File: src/rtl/lsu_ctrl.sv
// lsu_ctrl: load/store unit sequencer. Takes one decoded load or store from the
// core, checks it for illegal encodings and misalignment, and runs a
// request/grant/read-valid handshake with a word-organised memory. The core is
// stalled while an access is in flight. Each access ends in a single DONE cycle
// that carries the extended load data, or the abort cause.
module lsu_ctrl #(
    parameter int ADDR_W  = 32,
    parameter int DATA_W  = 32,
    parameter int TIMEOUT = 16
) (
    input  logic              clk,
    input  logic              rst_n,
    input  logic              load_i,
    input  logic              store_i,
    input  logic [2:0]        fun3_i,
    input  logic [ADDR_W-1:0] addr_i,
    input  logic [DATA_W-1:0] wdata_i,
    output logic              stall_o,
    output logic              done_o,
    output logic [DATA_W-1:0] rdata_o,
    output logic              err_o,
    output logic [1:0]        err_cause_o,
    output logic              mem_req_o,
    output logic              mem_we_o,
    output logic [ADDR_W-1:0] mem_addr_o,
    output logic [DATA_W-1:0] mem_wdata_o,
    output logic [3:0]        mem_wstrb_o,
    input  logic              mem_gnt_i,
    input  logic              mem_rvalid_i,
    input  logic [DATA_W-1:0] mem_rdata_i
);

    typedef enum logic [1:0] {
        ST_IDLE = 2'd0,
        ST_REQ  = 2'd1,
        ST_WAIT = 2'd2,
        ST_DONE = 2'd3
    } state_t;

    localparam int CNT_W = (TIMEOUT > 2) ? $clog2(TIMEOUT) : 1;
    localparam logic [CNT_W-1:0] CNT_LAST = CNT_W'(TIMEOUT - 1);

    state_t              state_r, state_s;
    logic [CNT_W-1:0]    cnt_r;
    logic [2:0]          fun3_r;
    logic [ADDR_W-1:0]   addr_r;
    logic [DATA_W-1:0]   wdata_r;
    logic                we_r;
    logic                err_r, err_s;
    logic [1:0]          cause_r, cause_s;
    logic [DATA_W-1:0]   rdata_r, rdata_s;
    logic                illegal_s, misalign_s;
    logic [3:0]          strb_s;
    logic [31:0]         lane_data_s;
    logic [31:0]         byte_sh_s, half_sh_s, ext_s;

    // Classify the incoming instruction: illegal encodings first, then alignment.
    always_comb begin
        illegal_s  = 1'b0;
        misalign_s = 1'b0;
        if (load_i && store_i) begin
            illegal_s = 1'b1;
        end else if (load_i) begin
            case (fun3_i)
                3'b011, 3'b110, 3'b111: illegal_s = 1'b1;
                default:                illegal_s = 1'b0;
            endcase
        end else if (store_i) begin
            illegal_s = (fun3_i >= 3'b011);
        end else begin
            illegal_s = 1'b0;
        end
        case (fun3_i[1:0])
            2'b01:   misalign_s = addr_i[0];
            2'b10:   misalign_s = (addr_i[1:0] != 2'b00);
            default: misalign_s = 1'b0;
        endcase
    end

    // Store lane placement from the latched size and low address bits.
    always_comb begin
        strb_s      = 4'b0000;
        lane_data_s = 32'h0000_0000;
        case (fun3_r[1:0])
            2'b00: begin
                strb_s      = 4'b0001 << addr_r[1:0];
                lane_data_s = {4{wdata_r[7:0]}};
            end
            2'b01: begin
                strb_s      = addr_r[1] ? 4'b1100 : 4'b0011;
                lane_data_s = {2{wdata_r[15:0]}};
            end
            2'b10: begin
                strb_s      = 4'b1111;
                lane_data_s = wdata_r[31:0];
            end
            default: begin
                strb_s      = 4'b0000;
                lane_data_s = 32'h0000_0000;
            end
        endcase
    end

    // Load lane selection and sign/zero extension of the returned word.
    always_comb begin
        byte_sh_s = mem_rdata_i >> {addr_r[1:0], 3'b000};
        half_sh_s = mem_rdata_i >> {addr_r[1], 4'b0000};
        case (fun3_r)
            3'b000:  ext_s = {{24{byte_sh_s[7]}}, byte_sh_s[7:0]};
            3'b100:  ext_s = {24'h00_0000, byte_sh_s[7:0]};
            3'b001:  ext_s = {{16{half_sh_s[15]}}, half_sh_s[15:0]};
            3'b101:  ext_s = {16'h0000, half_sh_s[15:0]};
            3'b010:  ext_s = mem_rdata_i;
            default: ext_s = 32'h0000_0000;
        endcase
    end

    // Next-state logic; also builds the DONE-cycle error and load result.
    always_comb begin
        state_s = state_r;
        err_s   = 1'b0;
        cause_s = 2'b00;
        rdata_s = '0;
        case (state_r)
            ST_IDLE: begin
                if (load_i || store_i) begin
                    if (illegal_s) begin
                        state_s = ST_DONE;
                        err_s   = 1'b1;
                        cause_s = 2'b10;
                    end else if (misalign_s) begin
                        state_s = ST_DONE;
                        err_s   = 1'b1;
                        cause_s = 2'b01;
                    end else begin
                        state_s = ST_REQ;
                    end
                end else begin
                    state_s = ST_IDLE;
                end
            end
            ST_REQ: begin
                if (mem_gnt_i) begin
                    state_s = we_r ? ST_DONE : ST_WAIT;
                end else if (cnt_r == CNT_LAST) begin
                    state_s = ST_DONE;
                    err_s   = 1'b1;
                    cause_s = 2'b11;
                end else begin
                    state_s = ST_REQ;
                end
            end
            ST_WAIT: begin
                if (mem_rvalid_i) begin
                    state_s = ST_DONE;
                    rdata_s = ext_s;
                end else if (cnt_r == CNT_LAST) begin
                    state_s = ST_DONE;
                    err_s   = 1'b1;
                    cause_s = 2'b11;
                end else begin
                    state_s = ST_WAIT;
                end
            end
            ST_DONE: state_s = ST_IDLE;
            default: state_s = ST_IDLE;
        endcase
    end

    // State, timeout counter and DONE-cycle result registers.
    always_ff @(posedge clk or negedge rst_n) begin
        if (!rst_n) begin
            state_r <= ST_IDLE;
            cnt_r   <= '0;
            err_r   <= 1'b0;
            cause_r <= 2'b00;
            rdata_r <= '0;
        end else begin
            state_r <= state_s;
            err_r   <= err_s;
            cause_r <= cause_s;
            rdata_r <= rdata_s;
            if ((state_s == state_r) && ((state_r == ST_REQ) || (state_r == ST_WAIT))) begin
                cnt_r <= cnt_r + CNT_W'(1);
            end else begin
                cnt_r <= '0;
            end
        end
    end

    // Capture the instruction operands when an access is accepted in IDLE.
    always_ff @(posedge clk or negedge rst_n) begin
        if (!rst_n) begin
            fun3_r  <= 3'b000;
            addr_r  <= '0;
            wdata_r <= '0;
            we_r    <= 1'b0;
        end else if ((state_r == ST_IDLE) && (load_i || store_i)) begin
            fun3_r  <= fun3_i;
            addr_r  <= addr_i;
            wdata_r <= wdata_i;
            we_r    <= store_i;
        end else begin
            fun3_r  <= fun3_r;
            addr_r  <= addr_r;
            wdata_r <= wdata_r;
            we_r    <= we_r;
        end
    end

    // Output decode from registered state; only stall sees the live strobes.
    always_comb begin
        stall_o     = ((state_r == ST_IDLE) && (load_i || store_i)) ||
                      (state_r == ST_REQ) || (state_r == ST_WAIT);
        done_o      = (state_r == ST_DONE);
        err_o       = err_r;
        err_cause_o = cause_r;
        rdata_o     = rdata_r;
        mem_req_o   = (state_r == ST_REQ);
        mem_we_o    = (state_r == ST_REQ) && we_r;
        if (state_r == ST_REQ) begin
            mem_addr_o = {addr_r[ADDR_W-1:2], 2'b00};
        end else begin
            mem_addr_o = '0;
        end
        if ((state_r == ST_REQ) && we_r) begin
            mem_wstrb_o = strb_s;
            mem_wdata_o = lane_data_s;
        end else begin
            mem_wstrb_o = 4'b0000;
            mem_wdata_o = '0;
        end
    end

endmodule

File: config.mk
export PLATFORM = sky130hd
export DESIGN_NAME = lsu_ctrl
export DESIGN_NICKNAME = d
export VERILOG_FILES = /design/src/rtl/lsu_ctrl.sv
export SDC_FILE = /design/constraint.sdc
export NUM_CORES = 1
export LEC_CHECK = 0
export BUFFER_PORTS_ARGS = -buffer_cell sky130_fd_sc_hd__buf_2
export CAP_MARGIN = 0
export CORE_MARGIN = 2
export CORE_UTILIZATION = 43
export DETAILED_ROUTE_END_ITERATION = 10
export PLACE_DENSITY = 0.69
export SETUP_SLACK_MARGIN = 0.2
export SLEW_MARGIN = 20
export SYNTH_ARGS = -nofsm -noshare
export SYNTH_HDL_FRONTEND = slang
export SYNTH_SLANG_ARGS = --single-unit
File: constraint.sdc
create_clock -name clk -period 4.9 [get_ports clk]
set_input_delay 0.98 -clock clk [delete_from_list [all_inputs] [get_ports clk]]
set_output_delay 0.98 -clock clk [all_outputs]
set_load 0.01 [all_outputs]
**After elaboration in Yosys (flattened, before gate mapping)**

Cells that the tools add are included.

- Input bits: 105
- Word-level logic and storage cells: 81
- Flip-flop bits (word level): 109
- Output and inout bits: 107

- Order comparisons: 1
- Add/subtract/negate cells: 1
- Equal/unequal tests: 16
- Muxes and demuxes: 38
- Shifts and indexed selects: 3
- Reduce and logical (&&, ||, !) cells: 13

Operators with widths:

| kind | number |
|---|---|
| $pmux W32 S5 | 1 |
| $mux W32 | 4 |
| $pmux W32 S3 | 1 |
| $shr A32 B5 Y16 | 1 |
| $shr A32 B5 Y8 | 1 |
| $mux W2 | 10 |
| $mux W1 | 14 |
| $eq A3 B3 Y1 const B | 4 |
| $mux W4 | 3 |
| $pmux W4 S3 | 1 |
| $eq A2 B2 Y1 const B | 4 |
| $pmux W2 S4 | 1 |
| $eq A2 B1 Y1 const B | 3 |
| $eq A3 B2 Y1 const B | 2 |
| $pmux W2 S3 | 1 |
| $add A4 B1 Y4 const B | 1 |
| $eq A4 B4 Y1 const B | 1 |
| $logic_and A1 B1 Y1 | 4 |
| $logic_not A2 Y1 | 2 |
| $logic_or A1 B1 Y1 | 4 |
| $shl A1 B2 Y4 const A | 1 |
| $eq A3 B1 Y1 const B | 1 |
| $ge A3 B2 Y1 const B | 1 |
| $logic_not A3 Y1 | 1 |
| 5 further kinds | 5 |

**Longest topological paths before layout**

- Word-level depth: 11
- Gate-level depth with buffers: 9
- Gate-level depth less buffers: 7

**Worst setup path after synthesis**

No wires, ideal clock.

- Kind: flip-flop to output port
- Start point: register state_r[1]
- End point: output port mem_wstrb_o[3]
- Arrival: 1750 ps
- Path buffers: 1
- Slack: 2170 ps
- Stages on the path, launching flop included: 7
- Data required time: 3920 ps
- Path through: dfrtp_1 > inv_1 > ha_1 > buf_2 > nand2_1 > a21oi_1 > a21boi_0

- Longest elaborated chain between the ends: 3

Ends and longest elaborated chain:

| item | line | text |
|---|---|---|
| start, declared | 43 | `state_t state_r, state_s;` |
| start signal, assigned | 179 | `state_r <= state_s;` |
| $eq A2 B1 Y1 | n/a |  |
| named net mem_req_o | 23 | `output logic mem_req_o,` |
| $logic_and A1 B1 Y1 | 226 | `if ((state_r == ST_REQ) && we_r) begin` |
| $mux W4 | 226 |  |
| end, declared | 27 | `output logic [3:0] mem_wstrb_o,` |

The timed path passes the listed nets, and every way through them passes these cells.

**Final worst setup path**

- Start point: register state_r[1]
- End point: output port mem_wstrb_o[3]

- Longest elaborated chain between the ends: 3

Ends and longest elaborated chain:

| item | line |
|---|---|
| $eq A2 B1 Y1 | 226 |
| $logic_and A1 B1 Y1 | 226 |
| $mux W4 | 226 |

No other way between the ends.

==> key figures <==
Clocking
  – Bufs on Longest Clock Path: 2
  – Worst-path clk slew: 0.07 ns
  – Number of gates resized after CTS: 0
  – CTS Buf Count: 9
  – Number of levels in the clock H-tree: 3
  – Setup Fix Bufs, Post-CTS: 0
  – Insertion delay to the later sink of the worst-skew pair: 0.35 ns
  – Clk Tree Root Cell: clkbuf_16
  – CTS sink count: 109
  – Hold-fix buffers at CTS: 0
  – Clock tree from TritonCTS: yes

Floorplanning
  – Number of rows created at floorplan: 40
  – Die span in x: 115.5 um
  – Number of top-level design ports: 212
  – Starting density of the core: 44.35%
  – DIE AREA: 13350 um^2
  – DIE HEIGHT: 115.5 um
  – Total core area: 12060 um^2

Worst setup path
  – Arrival time worst endpoint: 2.75 ns
  – Req. time, crit path: 3.92 ns
  – Flop2flop setup slack: 2.36 ns
  – Type of the setup path with the least slack: reg -> out
  – Startpoint class of the critical path: register
  – Critical Path Fanout Max: 36
  – CP endpoint kind: output pin

Logic synthesis
  – Most numerous cell types in the synthesized netlist: dfrtp_1 (109), mux2_2 (72), nand2_1 (54), a21oi_1 (50), and2_1 (38)
  – Yosys cell types: 43
  – Most used standard cell by instance count after synthesis: dfrtp_1
  – Synth Area per Inst: 11.01 um^2
  – Gate Count Post-Synth: 486
  – Library cell occupying the most area in the post-synthesis netlist: dfrtp_1
  – Share of synthesized area occupied by flip-flops and latches: 50.99%
  – Primary FF master, synth: dfrtp_1
  – Register bit count reported by yosys: 109
  – Yosys synthesis warning count: 0
  – Cell types with the largest area share after synthesis: dfrtp_1 (51%), mux2_2 (15%), a21oi_1 (4.7%)
  – Fraction of registers with async set/reset: 100.0%
  – EDFF count, synth: 0
  – Synthesized area: 5349 um^2
  – Area share of the largest cell type after synthesis: 50.99%

Pwr
  – Reported leakage power: 0.003416 uW
  – Peak supply drop: 0.3236 mV
  – Pwr Density: 611.3 nW/um^2

Place
  – Standard cell area after detailed placement: 6495 um^2
  – Placer Congestion: 0.8524
  – # port buffers: 209
  – Post-placement cell count: 835
  – Post-detailed-placement half-perimeter wirelength: 10.29 mm

Routing
  – Iteration count of the initial detailed-routing pass: 4
  – Via density per instance: 5.184
  – Post-route DRC: 0
  – Number of DRC markers after the initial detailed-route iteration: 294
  – Number of routed nets with antenna violations: 0
  – Wire length after detailed routing: 14.30 mm
  – Total via count in the routed design: 4417
  – Average detailed-routed wire length per instance: 16.79 um

STA
  – Post-route clock skew: 0.006437 ns
  – Post-route fraction of the period consumed by the critical path: 76.13%
  – Normalized max-slew margin: 35.76%
  – Crit path time final: 3.730 ns
  – Total negative slack: 0 ns
  – Highest attainable clock frequency: 0.2681 GHz
  – Final Max Tran Viols: 0
  – RSZ-0062 raised after global routing: false
  – Transition at the pin with the smallest max-transition slack: 0.9605 ns
  – Final count of hold timing violations: 0
  – Number of setup violations in the final report: 0

Hold path
  – Tightest Hold Check Type: reg -> reg

Final layout
  – Proportion of layout cells with a drive suffix above 1: 46.12%
  – Synthesis-to-layout area growth: 26.97%
  – NumNets Final: 791
  – Core occupancy in the finished layout: 56.31%
  – Post-Layout Cell Count: 852
  – Finished Cell Area: 6792 um^2
  – Number of fill cells: 1039

Job
  – Total of max-cap violations: 0

Global routing
  – Wire length of the first global-routing pass: 22.13 mm
  – Largest net degree at the start of global routing: 85
  – Via count of the first global-routing pass: 4449
  – Total congestion overflow: 0
  – Antenna violations before repair: 0
  – Tot GR Track Use: 21.37%

Status
  – Run status: completed
[metrics by stage]
step	total power (uW)	hold slack (ns)	worst slack [ns]
finish	4151	0.4889	1.170
global route	4444	0.5094	0.9055
CTS	4188	0.4918	1.130
detailed placement	3451	0.4763	1.512
global placement	3384	0.4703	1.654
floorplan	2842	0.4557	2.170
[flip-flops by register name, summed over array words and instances, names as in the netlist, 2 cells and up]
signal,count
err_cause_o,2
state_r,2
fun3_r,3
rdata_o,32
addr_r,32
wdata_r,32
cnt_r,4
[where the power goes]
part	internal [uW]	total, uW	leakage, uW	switching (uW)
registers	1240	1480	0.00137	247
logic	915	1950	0.00191	1030
clock network	397	723	0.000141	326
[critical path, cell delays in order, from the launching register on]
cell      delay (ns)
dfrtp_1         0.44
inv_1           0.13
ha_1            0.17
buf_4           0.29
nand2_1         0.08
buf_4           0.23
a21oi_1         0.65
a21boi_0        0.23
buf_2           0.15
[cell type report]
class | count | area, um^2 | share of cell area, %
sequential | 109 | 2728 | 40.16
multi-input combinational | 335 | 2442 | 35.96
timing repair buffer | 214 | 1090 | 16.05
clock buffer | 12 | 236.5 | 3.482
tap | 168 | 210.2 | 3.095
clock inverter | 4 | 48.80 | 0.7185
inverter | 9 | 33.78 | 0.4974
antenna | 1 | 2.502 | 0.03685
[routing by layer]
| metal | part of all wire, % | routed length (um) | track usage [%] | vias up |
|---|---|---|---|---|
| li1 | - | - | - | 2067 |
| met1 | 43 | 6081 | 27.29 | 2114 |
| met2 | 47 | 6754 | 34.50 | 212 |
| met3 | 7.7 | 1107 | 5.282 | 24 |
| met4 | 2.5 | 361 | 9.558 | 0 |
| met5 | 0 | 0 | 0 | - |
[final timing paths]
path | start | end | cells past startpoint
worst max-delay path | state_r[1] | mem_wstrb_o[3] | 8
worst min-delay path | cnt_r[0] | cnt_r[0] | 1
worst max register to register | fun3_r[0] | rdata_o[2] | 4
worst min register to register | cnt_r[0] | cnt_r[0] | 1
max in group asynchronous | rst_n | cnt_r[2] | 2
min in group asynchronous | rst_n | wdata_r[4] | 1
[placed cells by master (no fill, tap or decap), types with 2 or more instances in the layout]
cell type and instances:
nor2_1 32, clkbuf_16 9, mux2i_1 2, buf_4 5, mux2_2 72, conb_1 2, nand3_1 3, o211ai_1 2
nand2b_1 4, mux4_2 7, a31oi_1 2, clkinv_2 2, xnor2_1 2, a22oi_1 22, a21o_1 2, a211oi_1 2
nor3_1 3, o21ai_0 7, clkbuf_1 3, a21oi_1 50, buf_2 208, nand2_1 54, ha_1 8, dfrtp_1 109
and2_1 38, inv_1 8, a31o_2 2
[kinds of logic after synthesis]
kind of cell             share of synthesized area [%]
adder cells (fa/ha/maj)                          1.871
other                                          0.07011
AO/OA/AOI/OAI                                    11.25
AND/OR/NAND/NOR                                  12.84
buffers and inverters                            3.719
multiplexers                                     18.76
flip-flops                                       50.99
XOR/XNOR                                        0.4913
Note: power is estimated with default switching activity, not from simulation.
